## src/rtl/memory_load_pkg.sv

```systemverilog
// memory_load_pkg: sequencer state encoding and default RAM widths
package memory_load_pkg;
    localparam int ADDR_W_DEF = 8;
    localparam int DATA_W_DEF = 8;
    typedef enum logic [1:0] {IDLE, LOAD, VERIFY, RUN} state_t;
endpackage

```

## src/rtl/mem_port_mux.sv

```systemverilog
// mem_port_mux: steers RAM address/data/write-enable between the sequencer and the CPU
module mem_port_mux
    import memory_load_pkg::*;
#(
    parameter int ADDR_W = ADDR_W_DEF,
    parameter int DATA_W = DATA_W_DEF
) (
    input  logic              sel_cpu,
    input  logic [ADDR_W-1:0] seq_addr,
    input  logic [DATA_W-1:0] seq_data,
    input  logic              seq_we,
    input  logic [ADDR_W-1:0] cpu_addr,
    input  logic [DATA_W-1:0] cpu_wdata,
    input  logic              cpu_we,
    output logic [ADDR_W-1:0] mem_address,
    output logic [DATA_W-1:0] mem_data,
    output logic              mem_wr_en
);
    always_comb begin
        mem_address = sel_cpu ? cpu_addr : seq_addr;
        mem_data    = sel_cpu ? cpu_wdata : seq_data;
        mem_wr_en   = sel_cpu ? cpu_we : seq_we;
    end
endmodule

```

## src/rtl/memory_load_sequencer.sv

```systemverilog
// memory_load_sequencer: streams LOAD_DEPTH bytes into program RAM then releases the CPU; LOAD_VERIFY_EN adds a checksum read-back pass
module memory_load_sequencer
    import memory_load_pkg::*;
#(
    parameter int ADDR_W     = ADDR_W_DEF,
    parameter int DATA_W     = DATA_W_DEF,
    parameter int LOAD_DEPTH = 256
) (
    input  logic              clock_in,
    input  logic              reset_N,
    input  logic              start,
    input  logic              src_valid,
    input  logic [DATA_W-1:0] src_data,
    output logic              src_ready,
    output logic              cpu_run,
    input  logic              cpu_we,
    input  logic [ADDR_W-1:0] cpu_addr,
    input  logic [DATA_W-1:0] cpu_wdata,
    output logic [DATA_W-1:0] cpu_rdata,
    output logic              mem_clock,
    output logic              mem_wr_en,
    output logic [ADDR_W-1:0] mem_address,
    output logic [DATA_W-1:0] mem_data,
    input  logic [DATA_W-1:0] mem_q,
    output logic              busy,
    output logic              done,
    output logic              error
);
    localparam logic [ADDR_W-1:0] LAST = ADDR_W'(LOAD_DEPTH - 1);

    state_t            state_q, state_d;
    logic [ADDR_W-1:0] cnt_q, cnt_d;
    logic              done_q, done_d;
    logic              src_hs;
`ifdef LOAD_VERIFY_EN
    logic [DATA_W-1:0] chk_q, chk_d, sum_q, sum_d, sum_fin;
    logic              rd_pend_q, rd_pend_d, rd_done_q, rd_done_d, err_q, err_d;
`endif

    always_ff @(posedge clock_in or negedge reset_N) begin
        if (!reset_N) begin
            state_q   <= IDLE;
            cnt_q     <= '0;
            done_q    <= 1'b0;
`ifdef LOAD_VERIFY_EN
            chk_q     <= '0;
            sum_q     <= '0;
            rd_pend_q <= 1'b0;
            rd_done_q <= 1'b0;
            err_q     <= 1'b0;
`endif
        end else begin
            state_q   <= state_d;
            cnt_q     <= cnt_d;
            done_q    <= done_d;
`ifdef LOAD_VERIFY_EN
            chk_q     <= chk_d;
            sum_q     <= sum_d;
            rd_pend_q <= rd_pend_d;
            rd_done_q <= rd_done_d;
            err_q     <= err_d;
`endif
        end
    end

    always_comb begin
        state_d = state_q;
        cnt_d   = cnt_q;
`ifdef LOAD_VERIFY_EN
        chk_d     = chk_q;
        sum_d     = sum_q;
        rd_pend_d = 1'b0;
        rd_done_d = rd_done_q;
        err_d     = err_q;
        sum_fin   = sum_q + mem_q;
`endif
        case (state_q)
            IDLE, RUN: if (start) begin
                state_d = LOAD;
                cnt_d   = '0;
`ifdef LOAD_VERIFY_EN
                chk_d   = '0;
                err_d   = 1'b0;
`endif
            end
            LOAD: if (src_hs) begin
                cnt_d = (cnt_q == LAST) ? '0 : cnt_q + 1'b1;
`ifdef LOAD_VERIFY_EN
                chk_d = chk_q + src_data;
                if (cnt_q == LAST) begin
                    state_d   = VERIFY;
                    sum_d     = '0;
                    rd_done_d = 1'b0;
                end
`else
                if (cnt_q == LAST) state_d = RUN;
`endif
            end
`ifdef LOAD_VERIFY_EN
            // Reads issue for LOAD_DEPTH cycles; the extra cycle folds in the last mem_q.
            VERIFY: begin
                if (!rd_done_q) begin
                    cnt_d     = (cnt_q == LAST) ? '0 : cnt_q + 1'b1;
                    rd_pend_d = 1'b1;
                    rd_done_d = cnt_q == LAST;
                end
                if (rd_pend_q) sum_d = sum_fin;
                if (rd_done_q && rd_pend_q) begin
                    state_d = (sum_fin == chk_q) ? RUN : IDLE;
                    err_d   = sum_fin != chk_q;
                end
            end
`endif
            default: ;
        endcase
        done_d = (state_d == RUN) && (state_q != RUN);
    end

    always_comb begin
        src_ready = state_q == LOAD;
        cpu_run   = state_q == RUN;
        busy      = (state_q == LOAD) || (state_q == VERIFY);
        src_hs    = src_valid && (state_q == LOAD);
    end

    mem_port_mux #(.ADDR_W(ADDR_W), .DATA_W(DATA_W)) u_mux (
        .sel_cpu     (cpu_run),
        .seq_addr    (cnt_q),
        .seq_data    (src_data),
        .seq_we      (src_hs),
        .cpu_addr    (cpu_addr),
        .cpu_wdata   (cpu_wdata),
        .cpu_we      (cpu_we),
        .mem_address (mem_address),
        .mem_data    (mem_data),
        .mem_wr_en   (mem_wr_en)
    );

    assign cpu_rdata = mem_q;
    assign mem_clock = clock_in;
    assign done      = done_q;
`ifdef LOAD_VERIFY_EN
    assign error = err_q;
`else
    assign error = 1'b0;
`endif
endmodule

```

## config.mk

```make
export PLATFORM = sky130hd
export DESIGN_NAME = memory_load_sequencer
export DESIGN_NICKNAME = d
export VERILOG_FILES = /design/src/rtl/memory_load_pkg.sv /design/src/rtl/mem_port_mux.sv /design/src/rtl/memory_load_sequencer.sv
export SDC_FILE = /design/constraint.sdc
export NUM_CORES = 1
export LEC_CHECK = 0
export ABC_AREA = 1
export CORE_AREA = 5 5 58 60
export CTS_CLUSTER_DIAMETER = 120
export DETAILED_ROUTE_END_ITERATION = 7
export DIE_AREA = 0 0 63 65
export HOLD_SLACK_MARGIN = 0.06
export PLACE_DENSITY = 0.84
export SYNTH_ARGS = -nofsm -noshare
export SYNTH_HDL_FRONTEND = slang
export SYNTH_SLANG_ARGS = --single-unit
export TNS_END_PERCENT = 50
```

## constraint.sdc

```tcl
create_clock -name clock_in -period 3.6 [get_ports clock_in]
set_input_delay 0.72 -clock clock_in [delete_from_list [all_inputs] [get_ports clock_in]]
set_output_delay 0.72 -clock clock_in [all_outputs]
set_load 0.05 [all_outputs]
```

==> impl_results.md <==
- Status: completed
- Commonest non-fill, non-tap cell in the layout: nand2_1
- Placed wire-length estimate: 2.09 mm
- Vias per inst: 4.71
- Core Util, Final: 52.4%
- CP Launch Type: clock port
- RR Startpoint: state_q[1]
- Post-CTS setup buffers: 0
- Die height: 65 um
- DR pass1 iterations: 5
- Share of cells above drive strength 1: 7.80%
- Synth-to-Final Area Change: 48.0%
- CP endpoint kind: output pin
- Global placer's final weighted congestion: 0.836
- LEAKAGE: 0.746 nW
- Post-Synth XOR/XNOR Area: 0%
- Synth Cell Area: 1020 um^2
- Mean post-synth cell area: 6.29 um^2
- Crit Path Max Fanout: 2
- Synth area leader: dfrtp_1
- Initial antenna violation count: 0
- Slew headroom: 64.7%
- I/O Buffers: 50
- Total GRT Usage: 13.1%
- Vias in the first global route: 1045
- Synth Area in Compound Gates: 9.46%
- WHS: 0.570 ns
- Core area: 2880 um^2
- Power Density: 488 nW/um^2
- # resized after CTS: 0
- Filler Cell Count: 288
- Die width: 63 um
- # diodes: 0
- Synth Register Bits: 11
- I/O Pins: 68
- R2R cell count: 7
- Syn. warnings: 0
- Clock-pin slew of the registers on the worst-case setup and hold paths: 0.08 ns
- Sequential fraction of the synthesis area: 27.0%
- RSZ-0062 raised after global routing: false
- Final hold vios: 0
- R2R Setup Slk: 1.69 ns
- Routed WL: 2.64 mm
- Global-route wire length before repair: 4.24 mm
- Worst slew pin tran: 0.530 ns
- Routed WL per cell: 11.1 um
- CP Capture Point: mem_clock
- Largest cells by area after synthesis: dfrtp_1 (27%), nand2_1 (26%), buf_4 (7.4%)
- DRC violations left: 0
- VDD IR max: 0.578 mV
- Final global-route overflow total: 0
- Nets: 247
- Largest net degree at the start of global routing: 15
- Largest family of logic cells by synthesized area: simple AND/OR/NAND/NOR gates
- Adder-Cell Fraction of Synth Area: 4.91%
- FP Rows: 20
- Die ar.: 4100 um^2
- Clk Latency, worst-skew pair: 0.39 ns
- Final ANT Viol Nets: 0
- CTS tree: done
- Syn Inst Count: 162
- Critical path origin: clock_in
- Most frequent cells in the layout: nand2_1 (70), clkdlybuf4s50_1 (50), inv_1 (18), o21ai_0 (12), dfrtp_1 (11)
- Post-DP Area: 1460 um^2
- Synth unique cells: 21
- Max-Cap Viols: 0
- Yosys top cell area share: 27.0%
- HP Class: register to register
- CP arrival: 2.72 ns
- Critical path required time: 2.88 ns
- Setup violators final: 0
- Post-synthesis mux area share: 0%
- Cts-stage hold buffer count: 0
- Vias: 1121
- Non-Filler Cell Area, Final: 1510 um^2
- Post-Syn Nets: 203
- Crit Path Class: clock port to output pin
- Final Max Slew Viols: 0
- Simple-gate share of the synthesized area: 40.4%
- Worst clock skew: 0.00822 ns
- Setup TNS: 0 ns
- Critical R2R Capture: cnt_q[1]
- Drt first-iter violations: 68
- Initial core utilization: 35.4%
how the worst min path moves through the flow:
stage / start / end / slack (ns) / cells after the start
final: cnt_q[6] / cnt_q[6] / 0.57 / 2
after global placement: cnt_q[6] / cnt_q[6] / 0.53 / 2
after CTS: cnt_q[6] / cnt_q[6] / 0.56 / 2
after floorplan: reset_N / cnt_q[0] / 0.42 / 0
after global routing: cnt_q[6] / cnt_q[6] / 0.59 / 2
after detailed placement: cnt_q[6] / cnt_q[6] / 0.54 / 2
cell type report:
cell class | instances | area, um^2 | area share (%)
Timing Repair Buffer | 50 | 498 | 33.0
Clock buffer | 8 | 58.8 | 3.90
Tap cell | 33 | 41.3 | 2.74
Inverter | 19 | 72.6 | 4.81
Sequential cell | 11 | 275 | 18.3
Multi-Input combinational cell | 117 | 562 | 37.3
critical path, stage by stage:
cell	delay, ns
clkbuf_4	0.11
clkbuf_4	0.12
clkdlybuf4s50_1	0.69
cells in the mapped netlist (all sizes together):
master	n
a21boi	1
a21oi	2
buf	12
clkbuf	3
clkinv	1
conb	1
dfrtp	11
ha	4
inv	18
nand2	74
nand3	4
nand3b	2
nand4	6
nor2	9
nor3	1
o21ai	12
o21bai	1
registers in the layout (all words and copies together) (netlist names):
signal / flops
state_q: 2
done: 1
cnt_q: 8
metrics by stage:
step	setup WS (ns)	std cells	power (mW)
floorplan	0.607	162	0.499
CTS	0.144	238	0.743
detailed placement	0.408	231	0.600
finish	0.160	238	0.736
global placement	0.408	231	0.596
global route	0.128	238	0.785
per-layer routing:
metal | vias to the layer above | wire length (um) | part of all wire (%) | track usage [%]
li1 | 574 | - | - | -
met1 | 479 | 1010 | 38 | 13.1
met2 | 64 | 1190 | 45 | 21.3
met3 | 4 | 431 | 16 | 9.53
met4 | 0 | 14 | 0.53 | 4.24
met5 | - | 0 | 0 | 0
power breakdown:
group	internal (mW)	total (mW)	switching (mW)
combinational	0.125	0.346	0.221
clock	0.0986	0.201	0.102
sequential	0.151	0.188	0.0375
total	0.375	0.736	0.361
cell families after synthesis:
family,Yosys count
flops,11
buf+inv,34
compound gates,16
other cells,1
simple gates,96
fa+ha+maj,4
Power figures use the tool's default switching activity.
